--- src/rtl/enum_type_pkg.sv ---
// rtl/enum_type_pkg.sv - shared game command enum plus key decoder types and helpers
package enum_type;

    typedef enum logic [3:0] {
        NONE,
        LEFT,
        RIGHT,
        DOWN,
        DROP,
        HOLD,
        ROTATE,
        ROTATE_REV,
        BAR
    } state_type;

    typedef enum logic [1:0] {
        IDLE,
        ESC,
        CSI,
        SS3
    } key_fsm_type;

    localparam logic [7:0] ESC_BYTE = 8'h1B;
    localparam logic [7:0] CSI_BYTE = 8'h5B;
    localparam logic [7:0] SS3_BYTE = 8'h4F;

    function automatic state_type map_plain(input logic [7:0] b);
        state_type r;
        case (b)
            8'h61, 8'h41:        r = LEFT;
            8'h64, 8'h44:        r = RIGHT;
            8'h73, 8'h53:        r = DOWN;
            8'h77, 8'h57, 8'h20: r = DROP;
            8'h63, 8'h43:        r = HOLD;
            8'h78, 8'h58:        r = ROTATE;
            8'h7A, 8'h5A:        r = ROTATE_REV;
            8'h62, 8'h42:        r = BAR;
            default:             r = NONE;
        endcase
        return r;
    endfunction

endpackage

--- src/rtl/uart_key_decoder.sv ---
// rtl/uart_key_decoder.sv - turns UART terminal bytes (plain keys, CSI/SS3 arrows) into command pulses
module uart_key_decoder
    import enum_type::*;
#(
    parameter int ESC_TIMEOUT = 2_000_000,
    parameter int MAX_PARAM   = 4
) (
    input  logic       clk,
    input  logic       reset,
    input  logic       received,
    input  logic [7:0] rx_byte,
    input  logic       recv_error,
    output state_type  cmd,
    output logic       cmd_valid,
    output logic       any_key,
    output logic       esc_pending
);

    localparam int TW = $clog2(ESC_TIMEOUT);
    localparam int PW = $clog2(MAX_PARAM + 1);
    localparam logic [TW-1:0] TIMER_LAST = TW'(ESC_TIMEOUT - 1);
    localparam logic [PW-1:0] PARAM_MAX  = PW'(MAX_PARAM);

    key_fsm_type   r_state;
    logic [TW-1:0] r_timer;
    logic [PW-1:0] r_param_cnt;
    state_type     r_cmd;
    logic          r_cmd_valid;
    logic          r_any_key;
    logic          r_esc_pending;

    state_type w_plain;
    state_type w_arrow;
    logic      w_is_param;
    logic      w_is_final;
    logic      w_timeout;

    assign w_plain    = map_plain(rx_byte);
    assign w_is_param = (rx_byte[7:4] == 4'h3);
    assign w_is_final = (rx_byte >= 8'h40) && (rx_byte <= 8'h7E);
    assign w_timeout  = (r_timer == TIMER_LAST);

    always_comb begin
        w_arrow = NONE;
        case (rx_byte)
            8'h41:   w_arrow = ROTATE;
            8'h42:   w_arrow = DOWN;
            8'h43:   w_arrow = RIGHT;
            8'h44:   w_arrow = LEFT;
            default: w_arrow = NONE;
        endcase
    end

    always_ff @(posedge clk) begin
        if (reset) begin
            r_state       <= IDLE;
            r_timer       <= '0;
            r_param_cnt   <= '0;
            r_cmd         <= NONE;
            r_cmd_valid   <= 1'b0;
            r_any_key     <= 1'b0;
            r_esc_pending <= 1'b0;
        end else begin
            r_cmd       <= NONE;
            r_cmd_valid <= 1'b0;
            r_any_key   <= 1'b0;
            // A framing error poisons the byte and any sequence in flight.
            if (recv_error) begin
                r_state       <= IDLE;
                r_timer       <= '0;
                r_param_cnt   <= '0;
                r_esc_pending <= 1'b0;
            end else if (received) begin
                r_timer <= '0;
                case (r_state)
                    IDLE: begin
                        if (rx_byte == ESC_BYTE) begin
                            r_state       <= ESC;
                            r_esc_pending <= 1'b1;
                        end else begin
                            r_cmd       <= w_plain;
                            r_cmd_valid <= (w_plain != NONE);
                            r_any_key   <= 1'b1;
                        end
                    end
                    ESC: begin
                        if (rx_byte == CSI_BYTE) begin
                            r_state     <= CSI;
                            r_param_cnt <= '0;
                        end else if (rx_byte == SS3_BYTE) begin
                            r_state <= SS3;
                        end else if (rx_byte != ESC_BYTE) begin
                            r_state       <= IDLE;
                            r_esc_pending <= 1'b0;
                            r_cmd         <= w_plain;
                            r_cmd_valid   <= (w_plain != NONE);
                            r_any_key     <= 1'b1;
                        end
                    end
                    CSI: begin
                        if (w_is_param) begin
                            if (r_param_cnt == PARAM_MAX) begin
                                r_state       <= IDLE;
                                r_esc_pending <= 1'b0;
                            end else begin
                                r_param_cnt <= r_param_cnt + PW'(1);
                            end
                        end else begin
                            r_state       <= IDLE;
                            r_esc_pending <= 1'b0;
                            if (w_is_final) begin
                                r_cmd       <= w_arrow;
                                r_cmd_valid <= (w_arrow != NONE);
                                r_any_key   <= 1'b1;
                            end
                        end
                    end
                    SS3: begin
                        r_state       <= IDLE;
                        r_esc_pending <= 1'b0;
                        r_cmd         <= w_arrow;
                        r_cmd_valid   <= (w_arrow != NONE);
                        r_any_key     <= 1'b1;
                    end
                    default: begin
                        r_state       <= IDLE;
                        r_esc_pending <= 1'b0;
                    end
                endcase
            end else if (r_state != IDLE) begin
                if (w_timeout) begin
                    r_state       <= IDLE;
                    r_timer       <= '0;
                    r_esc_pending <= 1'b0;
                end else begin
                    r_timer <= r_timer + TW'(1);
                end
            end else begin
                r_timer <= '0;
            end
        end
    end

    assign cmd         = r_cmd;
    assign cmd_valid   = r_cmd_valid;
    assign any_key     = r_any_key;
    assign esc_pending = r_esc_pending;

endmodule
--- config.mk ---
export PLATFORM = sky130hd
export DESIGN_NAME = uart_key_decoder
export DESIGN_NICKNAME = d
export VERILOG_FILES = /design/src/rtl/enum_type_pkg.sv /design/src/rtl/uart_key_decoder.sv
export SDC_FILE = /design/constraint.sdc
export NUM_CORES = 1
export LEC_CHECK = 0
export ABC_AREA = 1
export BUFFER_PORTS_ARGS = -buffer_cell sky130_fd_sc_hd__clkbuf_2
export CAP_MARGIN = 15
export CORE_ASPECT_RATIO = 1.4
export CORE_MARGIN = 2
export CORE_UTILIZATION = 64
export DETAILED_ROUTE_END_ITERATION = 8
export PLACE_DENSITY_LB_ADDON = 0.25
export SLEW_MARGIN = 10
export SYNTH_ARGS = -nofsm -noshare
export SYNTH_HDL_FRONTEND = slang
export SYNTH_SLANG_ARGS = --single-unit
--- constraint.sdc ---
create_clock -name clk -period 2.2 [get_ports clk]
set_input_delay 0.33 -clock clk [delete_from_list [all_inputs] [get_ports clk]]
set_output_delay 0.33 -clock clk [all_outputs]
set_load 0.02 [all_outputs]
==> out/metrics.yaml <==
nets: 374
worst_slew_pin_slew_ns: 0.387
hp-class: "input port to flip-flop"
cts_hold_buf: 0
grt_pass1_vias: 1995
mappedNetlistNets: 352
netlist.area_leader.share_pct: 30.9
drc: 0
critPathCaptureType: "flip-flop"
ys_top_cells_by_area: "dfxtp_1, nand2_1, nor2_1"
fp-row-count: 24
antenna_found_initial: 0
yosys_warnings: 0
ys_seq_area_share_pct: 30.9
core_um2: 3150
drtAntennaViolNets: 0
clockRootBuffer: "clkbuf_8"
slew_headroom_pct: 74.1
synth_cell_type_count: 35
cts_buffers: 5
via_per_inst: 5.45
synthArstFlopShare_pct: 0
fin_hold_ws_ns: 0.341
multiInputGateArea_um2: 1250
r2r_start: "r_timer[0]$_SDFF_PP0_"
cts_setup_buffers: 0
clock-sinks: 33
fmax_ghz: 0.604
start_util_pct: 67.7
cp_slowest_cell: "dfxtp_1"
fp.dieH_um: 72.3
power_frac_comb_pct: 7.1
critPathTopFamily: "simple AND/OR/NAND/NOR gates"
crit_chain: "ha_1, nand2_1, inv_1, nand2_1, nor2_1, nand3_1, nand3_1, buf_4, a21oi_1, o21ai_0, inv_1"
regArea_um2: 661
skew_ns: 0.00779
crit_path_max_fanout: 21
drtIter0Drc: 78
synth_edf_count: 0
synth_most_common_cell: "nand2_1"
diodes: 0
tns_ns: 0
cp_slowest_stage_delay_ns: 0.35
synth_fa_ha_area_share_pct: 1.76
min_to: "r_state[0]$_SDFFE_PP0P_"
drt_wl_total_mm: 4.65
synth_area_per_cell_um2: 6.33
cap_violations: 0
h-tree-depth: 2
cts.clk_slew.worst_paths_ns: 0.07
synthCells: 337
fin_crit_sh_pct: 75.2
clkPwrFrac_pct: 40.0
reg2regPathDepth: 11
synth-seq-cells: 33
dr.pass1.iters: 5
cts_resized: 0
finalSetupViolations: 0
synthMuxAreaShare_pct: 0
final_layout_size_suffix_gt1_share_pct: 14.2
pin_count: 19
leakage_nw: 1.05
dp_hpwl_mm: 3.66
yosys.area_share.simple_pct: 46.9
crit_type: "flip-flop to flip-flop"
via_count: 2170
period_needed_ns: 1.66
insertion_delay_ns: 0.28
swShare_pct: 23.2
dieWidth_um: 52.8
area_delta_synth_final_pct: 9.73
grt_use_total_pct: 27.5
rsz0062_at_grt: "false"
rr_endpoint: "r_timer[15]$_SDFF_PP0_"
hold_depth: 4
crit_buf_inv: 3
hold_viol: 0
cts_tree: "done"
worstPathRequired_ns: 2.38
run_status: "finished clean"
synth_compound_area_share_pct: 7.15
rrSetupSlack_ns: 0.54
overflow: 0
cp.arrival_ns: 1.84
ir_drop_mv: 0.495
power_density_nw_per_um2: 485
clockBufferDepth: 2
synth_xor_area_share_pct: 2.87
avgRoutedWirePerCell_um: 11.7
synth.largest_area_cell: "dfxtp_1"
synth_area_um2: 2130
p_int_mw: 0.873
yosys-top-cells-count: "nand2_1, nor2_1, inv_1"
gp_congestion: 0.871
synth_top_family_by_area: "simple AND/OR/NAND/NOR gates"
grt_pass1_wl_mm: 8.02
die_area_um2: 3820
grt_max_degree: 22
switchingPower_mw: 0.264
nFillCells: 279
hold_path_startpoint: "recv_error"
synth_flop_cell: "dfxtp_1"
io_buffer_count: 18
slew_viol_final: 0
start_kind: "flip-flop"
sequentialPowerShare_pct: 52.9
worst min-delay path: stages:
cell	delay, ns
clkbuf_2	0.08
nor2_1	0.07
nand2_1	0.07
nor2_1	0.03
power groups by stage:
stage	Sequential (mW)	Combinational (mW)	Clock, mW
floorplan	0.615	0.0520	0
global placement	0.614	0.0778	0
detailed placement	0.615	0.0791	0
CTS	0.601	0.0800	0.461
global route	0.601	0.0910	0.491
finish	0.601	0.0805	0.455
through the flow:
step / worst slack, ns / utilization (%) / power, mW / cells / area [um2]
6_report: 0.545 / 74.3 / 1.14 / 398 / 2340
5_1_grt: 0.341 / 74.3 / 1.18 / 398 / 2340
4_1_cts: 0.535 / 74.3 / 1.14 / 398 / 2340
3_5_place_dp: 0.544 / 71.5 / 0.694 / 391 / 2260
3_3_place_gp: 0.593 / 71.5 / 0.692 / 391 / 2260
2_1_floorplan: 0.761 / - / 0.667 / 337 / 2130
worst max-delay path by stage:
stage,startpoint,end,slack (ns),cells past startpoint
floorplan,r_timer[0]$_SDFF_PP0_,r_timer[16]$_SDFF_PP0_,0.76,10
global placement,rx_byte[7],cmd[1]$_SDFF_PP0_,0.59,13
detailed placement,r_timer[0]$_SDFF_PP0_,r_timer[15]$_SDFF_PP0_,0.54,11
finish,r_timer[0]$_SDFF_PP0_,r_timer[15]$_SDFF_PP0_,0.54,11
global route,r_timer[0]$_SDFF_PP0_,r_timer[15]$_SDFF_PP0_,0.34,11
CTS,r_timer[0]$_SDFF_PP0_,r_timer[16]$_SDFF_PP0_,0.53,10
kinds of logic (layout without fill, tap and decap cells):
kind of cell	Yosys count	after routing
DFF	33	33
and+or+nand+nor	211	211
AOI/OAI and AO/OA	27	27
xor gates and xnor gates	7	7
buffers and inverters	56	78
adders and majority gates	3	3
registers in the layout, indices dropped and copies added (netlist names):
name / cells
cmd: 4
r_param_cnt: 3
esc_pending: 1
cmd_valid: 1
r_state: 2
r_timer: 21
any_key: 1
cell usage in the layout, fill, tap and decap left out:
cell,instances
inv_1,47
o31ai_1,1
nor2_2,4
clkbuf_2,18
o21ai_1,1
nand2_1,82
nor3_1,8
ha_1,3
nor3b_1,1
nor3b_2,1
nand3b_1,3
xnor2_1,3
dfxtp_1,33
nor3_4,2
nand3_1,27
nor2_4,3
o211ai_1,2
a31oi_1,1
nor3_2,4
inv_2,4
nor2_1,56
xor2_1,4
and2_1,1
clkinv_2,1
o21ai_2,1
nand3_2,1
clkbuf_8,6
a21oi_1,16
a21boi_0,1
clkbuf_1,1
nand2_2,4
o21ai_0,3
nand2_4,1
o21a_1,1
buf_4,1
nand4_1,13
area by class of cell:
| type | instances | area share (%) |
|---|---|---|
| well taps | 39 | 2.08 |
| flip-flops and latches | 33 | 28.2 |
| inverters | 52 | 8.39 |
| repair buffers | 19 | 4.17 |
| multi-input cells | 248 | 53.5 |
| clock buffers | 7 | 3.69 |
layer usage:
metal  vias up  track usage [%]  routed length [um]
met5         -                0                   0
met4         0             12.8                 136
met3        17             4.94                 153
met2        60             52.5                2590
met1       974             27.3                1770
li1       1119                -                   -
Note: power is estimated with default switching activity, not from simulation.
